### src/rtl/ifid_pipe_queue_if.sv
// ----------------------------------------------------------------------------
// ifid_pipe_queue_if
// Bundles the fetch-side and decode-side handshake of the IF->ID queue stage.
//   Fetch side : if_valid, if_inst, if_pc (to stage), if_ready (from stage)
//   Decode side: id_valid, id_inst, id_pc (from stage), id_ready (to stage)
//   Control    : flush (to stage), count (occupancy, from stage)
// Modports:
//   slave  - the queue stage itself
//   master - the environment (fetch unit + decoder + redirect logic)
// Parameters must match the ones given to ifid_pipe_queue.
// ----------------------------------------------------------------------------
interface ifid_pipe_queue_if #(
    parameter int INST_W = 32,
    parameter int ADDR_W = 32,
    parameter int DEPTH  = 2
) ();
    localparam int CNT_W = $clog2(DEPTH) + 1;

    logic              if_valid;
    logic [INST_W-1:0] if_inst;
    logic [ADDR_W-1:0] if_pc;
    logic              if_ready;
    logic              id_valid;
    logic [INST_W-1:0] id_inst;
    logic [ADDR_W-1:0] id_pc;
    logic              id_ready;
    logic              flush;
    logic [CNT_W-1:0]  count;

    modport slave (
        input  if_valid, if_inst, if_pc, id_ready, flush,
        output if_ready, id_valid, id_inst, id_pc, count
    );

    modport master (
        output if_valid, if_inst, if_pc, id_ready, flush,
        input  if_ready, id_valid, id_inst, id_pc, count
    );
endinterface

### src/rtl/ifid_pipe_queue.sv
// ----------------------------------------------------------------------------
// ifid_pipe_queue
// IF->ID pipeline stage holding up to DEPTH (inst, pc) pairs in order.
// First-word fall-through on the decode side; empty slots appear as NOP bubbles.
// A flush empties the stage in one cycle and drops the same-cycle fetch beat.
// Ports:
//   clk    - rising-edge clock
//   rst_n  - asynchronous active-low reset
//   bus    - ifid_pipe_queue_if.slave (fetch/decode handshakes, flush, count)
// Optional build macro:
//   IFID_POST_FLUSH_KILL_EN - after a flush, the first accepted fetch beat is
//   squashed (delay-slot kill). Without it, that beat is stored normally.
// ----------------------------------------------------------------------------
module ifid_pipe_queue #(
    parameter int                INST_W   = 32,
    parameter int                ADDR_W   = 32,
    parameter int                DEPTH    = 2,
    parameter logic [INST_W-1:0] NOP_INST = {INST_W{1'b0}}
) (
    input  logic                clk,
    input  logic                rst_n,
    ifid_pipe_queue_if.slave    bus
);
    localparam int IDX_W = $clog2(DEPTH);
    localparam int PTR_W = IDX_W + 1;

    logic [INST_W-1:0] inst_mem_q [DEPTH];
    logic [ADDR_W-1:0] pc_mem_q   [DEPTH];

    logic [PTR_W-1:0] wr_ptr_q, wr_ptr_d;
    logic [PTR_W-1:0] rd_ptr_q, rd_ptr_d;

    logic full_s;
    logic empty_s;
    logic push_s;
    logic pop_s;
    logic store_s;

    // Full: same slot index, opposite wrap bit. Empty: pointers identical.
    assign full_s  = (wr_ptr_q[IDX_W] != rd_ptr_q[IDX_W]) &&
                     (wr_ptr_q[IDX_W-1:0] == rd_ptr_q[IDX_W-1:0]);
    assign empty_s = (wr_ptr_q == rd_ptr_q);

    // if_ready depends on occupancy only, so a pop at full does not reopen it
    // until the following cycle.
    assign push_s = bus.if_valid & ~full_s & ~bus.flush;
    assign pop_s  = ~empty_s & bus.id_ready & ~bus.flush;

    assign bus.if_ready = ~full_s;
    assign bus.id_valid = ~empty_s;
    assign bus.count    = wr_ptr_q - rd_ptr_q;
    assign bus.id_inst  = empty_s ? NOP_INST : inst_mem_q[rd_ptr_q[IDX_W-1:0]];
    assign bus.id_pc    = empty_s ? {ADDR_W{1'b0}} : pc_mem_q[rd_ptr_q[IDX_W-1:0]];

`ifdef IFID_POST_FLUSH_KILL_EN
    logic kill_q, kill_d;

    // Squash the first accepted beat after a flush; flag persists until then.
    always_comb begin
        kill_d  = kill_q;
        store_s = push_s;
        if (bus.flush) begin
            kill_d = 1'b1;
        end else if (push_s && kill_q) begin
            kill_d  = 1'b0;
            store_s = 1'b0;
        end else begin
            kill_d = kill_q;
        end
    end

    // Kill flag register.
    always_ff @(posedge clk or negedge rst_n) begin
        if (!rst_n) begin
            kill_q <= 1'b0;
        end else begin
            kill_q <= kill_d;
        end
    end
`else
    assign store_s = push_s;
`endif

    // Pointer next-state: flush re-aligns read onto write, discarding contents.
    always_comb begin
        wr_ptr_d = wr_ptr_q;
        rd_ptr_d = rd_ptr_q;
        if (bus.flush) begin
            rd_ptr_d = wr_ptr_q;
        end else begin
            wr_ptr_d = wr_ptr_q + {{(PTR_W-1){1'b0}}, store_s};
            rd_ptr_d = rd_ptr_q + {{(PTR_W-1){1'b0}}, pop_s};
        end
    end

    // Pointer registers.
    always_ff @(posedge clk or negedge rst_n) begin
        if (!rst_n) begin
            wr_ptr_q <= {PTR_W{1'b0}};
            rd_ptr_q <= {PTR_W{1'b0}};
        end else begin
            wr_ptr_q <= wr_ptr_d;
            rd_ptr_q <= rd_ptr_d;
        end
    end

    // Entry storage; contents need no reset because occupancy gates the outputs.
    always_ff @(posedge clk) begin
        if (store_s) begin
            inst_mem_q[wr_ptr_q[IDX_W-1:0]] <= bus.if_inst;
            pc_mem_q[wr_ptr_q[IDX_W-1:0]]   <= bus.if_pc;
        end
    end
endmodule

### src/flat_wrapper.sv
// flat-port wrapper written by rule: the top's interface ports become plain ports
module ifid_pipe_queue_flat 
#(
    parameter int                INST_W   = 32,
    parameter int                ADDR_W   = 32,
    parameter int                DEPTH    = 2,
    parameter logic [INST_W-1:0] NOP_INST = {INST_W{1'b0}}
)
  (clk, rst_n, bus_if_valid, bus_if_inst, bus_if_pc, bus_id_ready, bus_flush, bus_if_ready, bus_id_valid, bus_id_inst, bus_id_pc, bus_count);
  ifid_pipe_queue_if #(.INST_W(INST_W), .ADDR_W(ADDR_W), .DEPTH(DEPTH)) bus_i ();
  input  logic clk;
  input  logic rst_n;
  input wire logic [$bits(bus_i.if_valid)-1:0] bus_if_valid;
  input wire logic [$bits(bus_i.if_inst)-1:0] bus_if_inst;
  input wire logic [$bits(bus_i.if_pc)-1:0] bus_if_pc;
  input wire logic [$bits(bus_i.id_ready)-1:0] bus_id_ready;
  input wire logic [$bits(bus_i.flush)-1:0] bus_flush;
  output wire logic [$bits(bus_i.if_ready)-1:0] bus_if_ready;
  output wire logic [$bits(bus_i.id_valid)-1:0] bus_id_valid;
  output wire logic [$bits(bus_i.id_inst)-1:0] bus_id_inst;
  output wire logic [$bits(bus_i.id_pc)-1:0] bus_id_pc;
  output wire logic [$bits(bus_i.count)-1:0] bus_count;
  assign bus_i.if_valid = bus_if_valid;
  assign bus_i.if_inst = bus_if_inst;
  assign bus_i.if_pc = bus_if_pc;
  assign bus_i.id_ready = bus_id_ready;
  assign bus_i.flush = bus_flush;
  assign bus_if_ready = bus_i.if_ready;
  assign bus_id_valid = bus_i.id_valid;
  assign bus_id_inst = bus_i.id_inst;
  assign bus_id_pc = bus_i.id_pc;
  assign bus_count = bus_i.count;
  ifid_pipe_queue #(.INST_W(INST_W), .ADDR_W(ADDR_W), .DEPTH(DEPTH), .NOP_INST(NOP_INST)) u_core (.clk(clk), .rst_n(rst_n), .bus(bus_i));
endmodule
### config.mk
export PLATFORM = sky130hd
export DESIGN_NAME = ifid_pipe_queue_flat
export DESIGN_NICKNAME = d
export VERILOG_FILES = /design/src/rtl/ifid_pipe_queue_if.sv /design/src/rtl/ifid_pipe_queue.sv /design/src/flat_wrapper.sv
export SDC_FILE = /design/constraint.sdc
export NUM_CORES = 1
export LEC_CHECK = 0
export ABC_AREA = 1
export CAP_MARGIN = 20
export CELL_PAD_IN_SITES_DETAIL_PLACEMENT = 0
export CELL_PAD_IN_SITES_GLOBAL_PLACEMENT = 2
export CORE_MARGIN = 2
export CORE_UTILIZATION = 28
export DETAILED_ROUTE_END_ITERATION = 10
export PLACE_DENSITY_LB_ADDON = 0.2
export SYNTH_ARGS = -nofsm -noshare
export SYNTH_HDL_FRONTEND = slang
export SYNTH_SLANG_ARGS = --single-unit
### constraint.sdc
create_clock -name clk -period 2.77 [get_ports clk]
set_input_delay 0.277 -clock clk [delete_from_list [all_inputs] [get_ports clk]]
set_output_delay 0.277 -clock clk [all_outputs]
set_load 0.03 [all_outputs]
==> results.toml <==
[run_status]
status = "finished clean"

[setup_path]
reg2reg_from = "u_core.wr_ptr_q[0]"
cp.buffers_inverters = 4
cp_data_required_time_ps = 2490
reg2reg_slack_ps = 570
crit_path_frequent_cell = "inv_1"
cp-start-kind = "flop"
cpPeakStageDelay_ps = 410
cp_top_family = "buffers and inverters"
cp-end-kind = "output pin"
crit_slowest_cell = "dfrtp_1"
reg2reg_depth = 7
critPathMaxFanout = 47
worstPathCellList = "inv_1, ha_1, nand3_4, buf_12, nand2_1, inv_1, dlygate4sd2_1"
r2r_end = "u_core.inst_mem_q[1][3]"
criticalPathCategory = "reg -> out"
worstPathArrival_ps = 2220

[final_layout]
layout.nets = 726
fill_cells = 1942
antenna_cells = 0
area_growth_pct = 40.7
drive_above_1_share_pct = 6.76
fin_area_um2 = 7830

[timing]
setup_viol = 0
rsz0062_at_grt = "no"
skew_ps = 7.69
max_clock_freq_mhz = 400
period_share_pct = 90.2
min_period_ps = 2500
fin_setup_tns_ps = 0
slew_headroom_pct = 68.8
hold_viol_final = 0
slew_viol_final = 0
worstMarginPinSlew_ps = 467

[synthesis]
synth_most_common_cell = "nand2_1"
synth-edff-count = 128
syn_nets = 585
ys_ff_latch = 132
synth_top_family_by_area = "buffers and inverters"
synth_compound_gate_area_share_pct = 6.11
synth.largest_area_cell = "edfxtp_1"
synthTopCellsByArea = "edfxtp_1 69%, nand2_1 9.6%, inv_1 9.2%, o21ai_0 6.1%, dfrtp_1 1.8%"
synthTopCellsByCount = "142 x nand2_1, 137 x inv_1, 128 x edfxtp_1"
ys_seq_area_share_pct = 70.8
synthCells = 512
yosys.area_share.simple_pct = 10.3
yosys_warnings = 0
synthXorXnorAreaFrac_pct = 0
synthAdderAreaFrac_pct = 0.899
synth_mux_area_share_pct = 0
async_reset_ff_share_pct = 3.03
synth_area_per_cell_um2 = 10.9
synth_flop_cell = "edfxtp_1"
syn_area_um2 = 5570
yosysTopAreaCellShare_pct = 69.0
ys_types = 15

[routing]
firstDrtPassIters = 4
vias_per_cell = 3.97
vias = 3695
routedWlPerCell_um = 12.8
wirelength_mm = 11.9
route.detailed.drc = 0
drtIter0Drc = 162
ant_nets = 0

[clocking]
cts_max_level = 4
clk_path_buf_depth = 2
cts_root_buf = "clkbuf_16"
cts_buffers = 17
clkTransAtPathRegs_ps = 60
cts_setup_buffers = 0
clock_insertion_delay_worst_skew_ps = 410
cts_sinks = 132
holdBufCountCts = 0
cts_tree = "done"

[floorplan]
fp-row-count = 51
die_w_um = 145
num_io_pins = 137
die_area_um2 = 21000
start_util_pct = 28.6
core_area_um2 = 19500
fp.dieH_um = 145

[placement]
dpl_cell_area_um2 = 7270
dp_hpwl_mm = 7.47
place.gp.congestion = 0.710
port-buffer-count = 136

[power]
share_comb_of_total_power_pct = 47.6
switching_share_pct = 42.4
p_sw_uw = 4070
internal_power_uw = 5540
leakagePower_uw = 0.00359
pwr-share-clk_pct = 25.1
ir_worst_vdd_mv = 0.858
power_density_nw_per_um2 = 1230
p_seq_share_pct = 27.3

[global_route]
grt_first_pass_wirelength_mm = 19.1
grt_start_max_net_pins = 130
grtUsageTotal_pct = 11.8
antenna_found_initial = 0
gr-total-overflow = 0
grt_pass1_vias = 3870

[run]
cap_violations = 0

[hold_path]
min_path_type = "in -> async"
[cells in the final DEF, fill, tap and decap left out]
master           synthesis  layout
nand2_1                142     142
inv_1                  137     137
edfxtp_1               128     128
clkdlybuf4s50_1          0      71
o21ai_0                 68      68
dlygate4sd2_1            0      59
clkbuf_16                0      17
buf_4                    3       6
buf_12                   0       6
bufinv_16                0       5
clkinv_1                 0       4
nor2_1                   3       3
dfrtp_1                  4       3
nand3_1                  2       2
ha_1                     4       2
ha_4                     0       2
clkinvlp_4               0       2
clkinv_4                 0       2
inv_2                    1       1
nand3_4                  0       1
nand3b_1                 1       1
clkinv_2                 0       1
inv_6                    0       1
dlymetal6s2s_1           0       1
dfrtp_4                  0       1
[through the flow]
stage	hold WS [ps]	setup WS [ps]	std cells	total power [µW]	utilization, %
2_1_floorplan	-18.6	255	512	5800	-
3_3_place_gp	502	452	899	7800	37.3
3_5_place_dp	498	409	899	7820	37.3
4_1_cts	47.5	58.9	931	9800	40.2
5_1_grt	57.4	107	931	10300	40.3
6_report	65.4	272	931	9610	40.3
[power groups by stage]
stage          logic, µW  clock network (µW)  registers [µW]
6_report            4570                2410            2630
5_1_grt             5040                2570            2650
4_1_cts             4690                2480            2630
3_5_place_dp        5150                   0            2670
3_3_place_gp        5140                   0            2660
2_1_floorplan       3150                   0            2650
[worst reg2reg max path, delay by kind of cell (launching register included)]
kind / cells / cell delay [ps]
buffers and inverters: 3 / 510
adders and majority gates: 2 / 710
and+or+nand+nor: 2 / 230
DFF: 1 / 410
[registers in the layout, indices dropped and copies added, names as in the netlist]
| signal | cells |
|---|---|
| u_core.inst_mem_q | 64 |
| u_core.pc_mem_q | 64 |
| u_core.rd_ptr_q | 2 |
| u_core.wr_ptr_q | 2 |
[metal layers]
layer	GRT usage (%)	vias to the layer above	wire, µm
li1	-	1891	-
met4	4.90	0	232
met2	20.1	104	5920
met5	0	-	0
met3	4.12	21	665
met1	13.4	1679	5080
[worst max-delay path by stage]
stage / from / end / slack, ps / cells after the start
floorplan: u_core.rd_ptr_q[0] / u_core.inst_mem_q[1][0] / 250 / 5
global placement: u_core.wr_ptr_q[0] / bus_id_pc[5] / 450 / 7
detailed placement: u_core.wr_ptr_q[0] / bus_id_pc[13] / 410 / 7
CTS: u_core.wr_ptr_q[0] / bus_id_valid / 60 / 5
global route: u_core.wr_ptr_q[0] / bus_id_inst[5] / 110 / 7
finish: u_core.wr_ptr_q[0] / bus_id_pc[17] / 270 / 7
[logic make-up after synthesis]
logic type | after synthesis
flip-flops | 132
AO/OA/AOI/OAI | 68
adder cells (fa/ha/maj) | 4
buffers and inverters | 159
AND/OR/NAND/NOR | 149
[cell type report]
class                   count  area, µm²  area share [%]
flip-flops and latches    132       3950            50.4
repair buffers            143       1410            17.9
multi-input cells         221        995            12.7
inverters                 138        518            6.61
clock buffers              17        425            5.43
well taps                 265        332            4.23
clock inverters            15        211            2.70
[timing repair]
action,4_1_cts,5_1_grt
pin swaps,0,0
cloned,0,0
gates resized for setup,59,1
setup endpoints to repair,59,1
No activity file was read; power rests on OpenSTA's default activity.
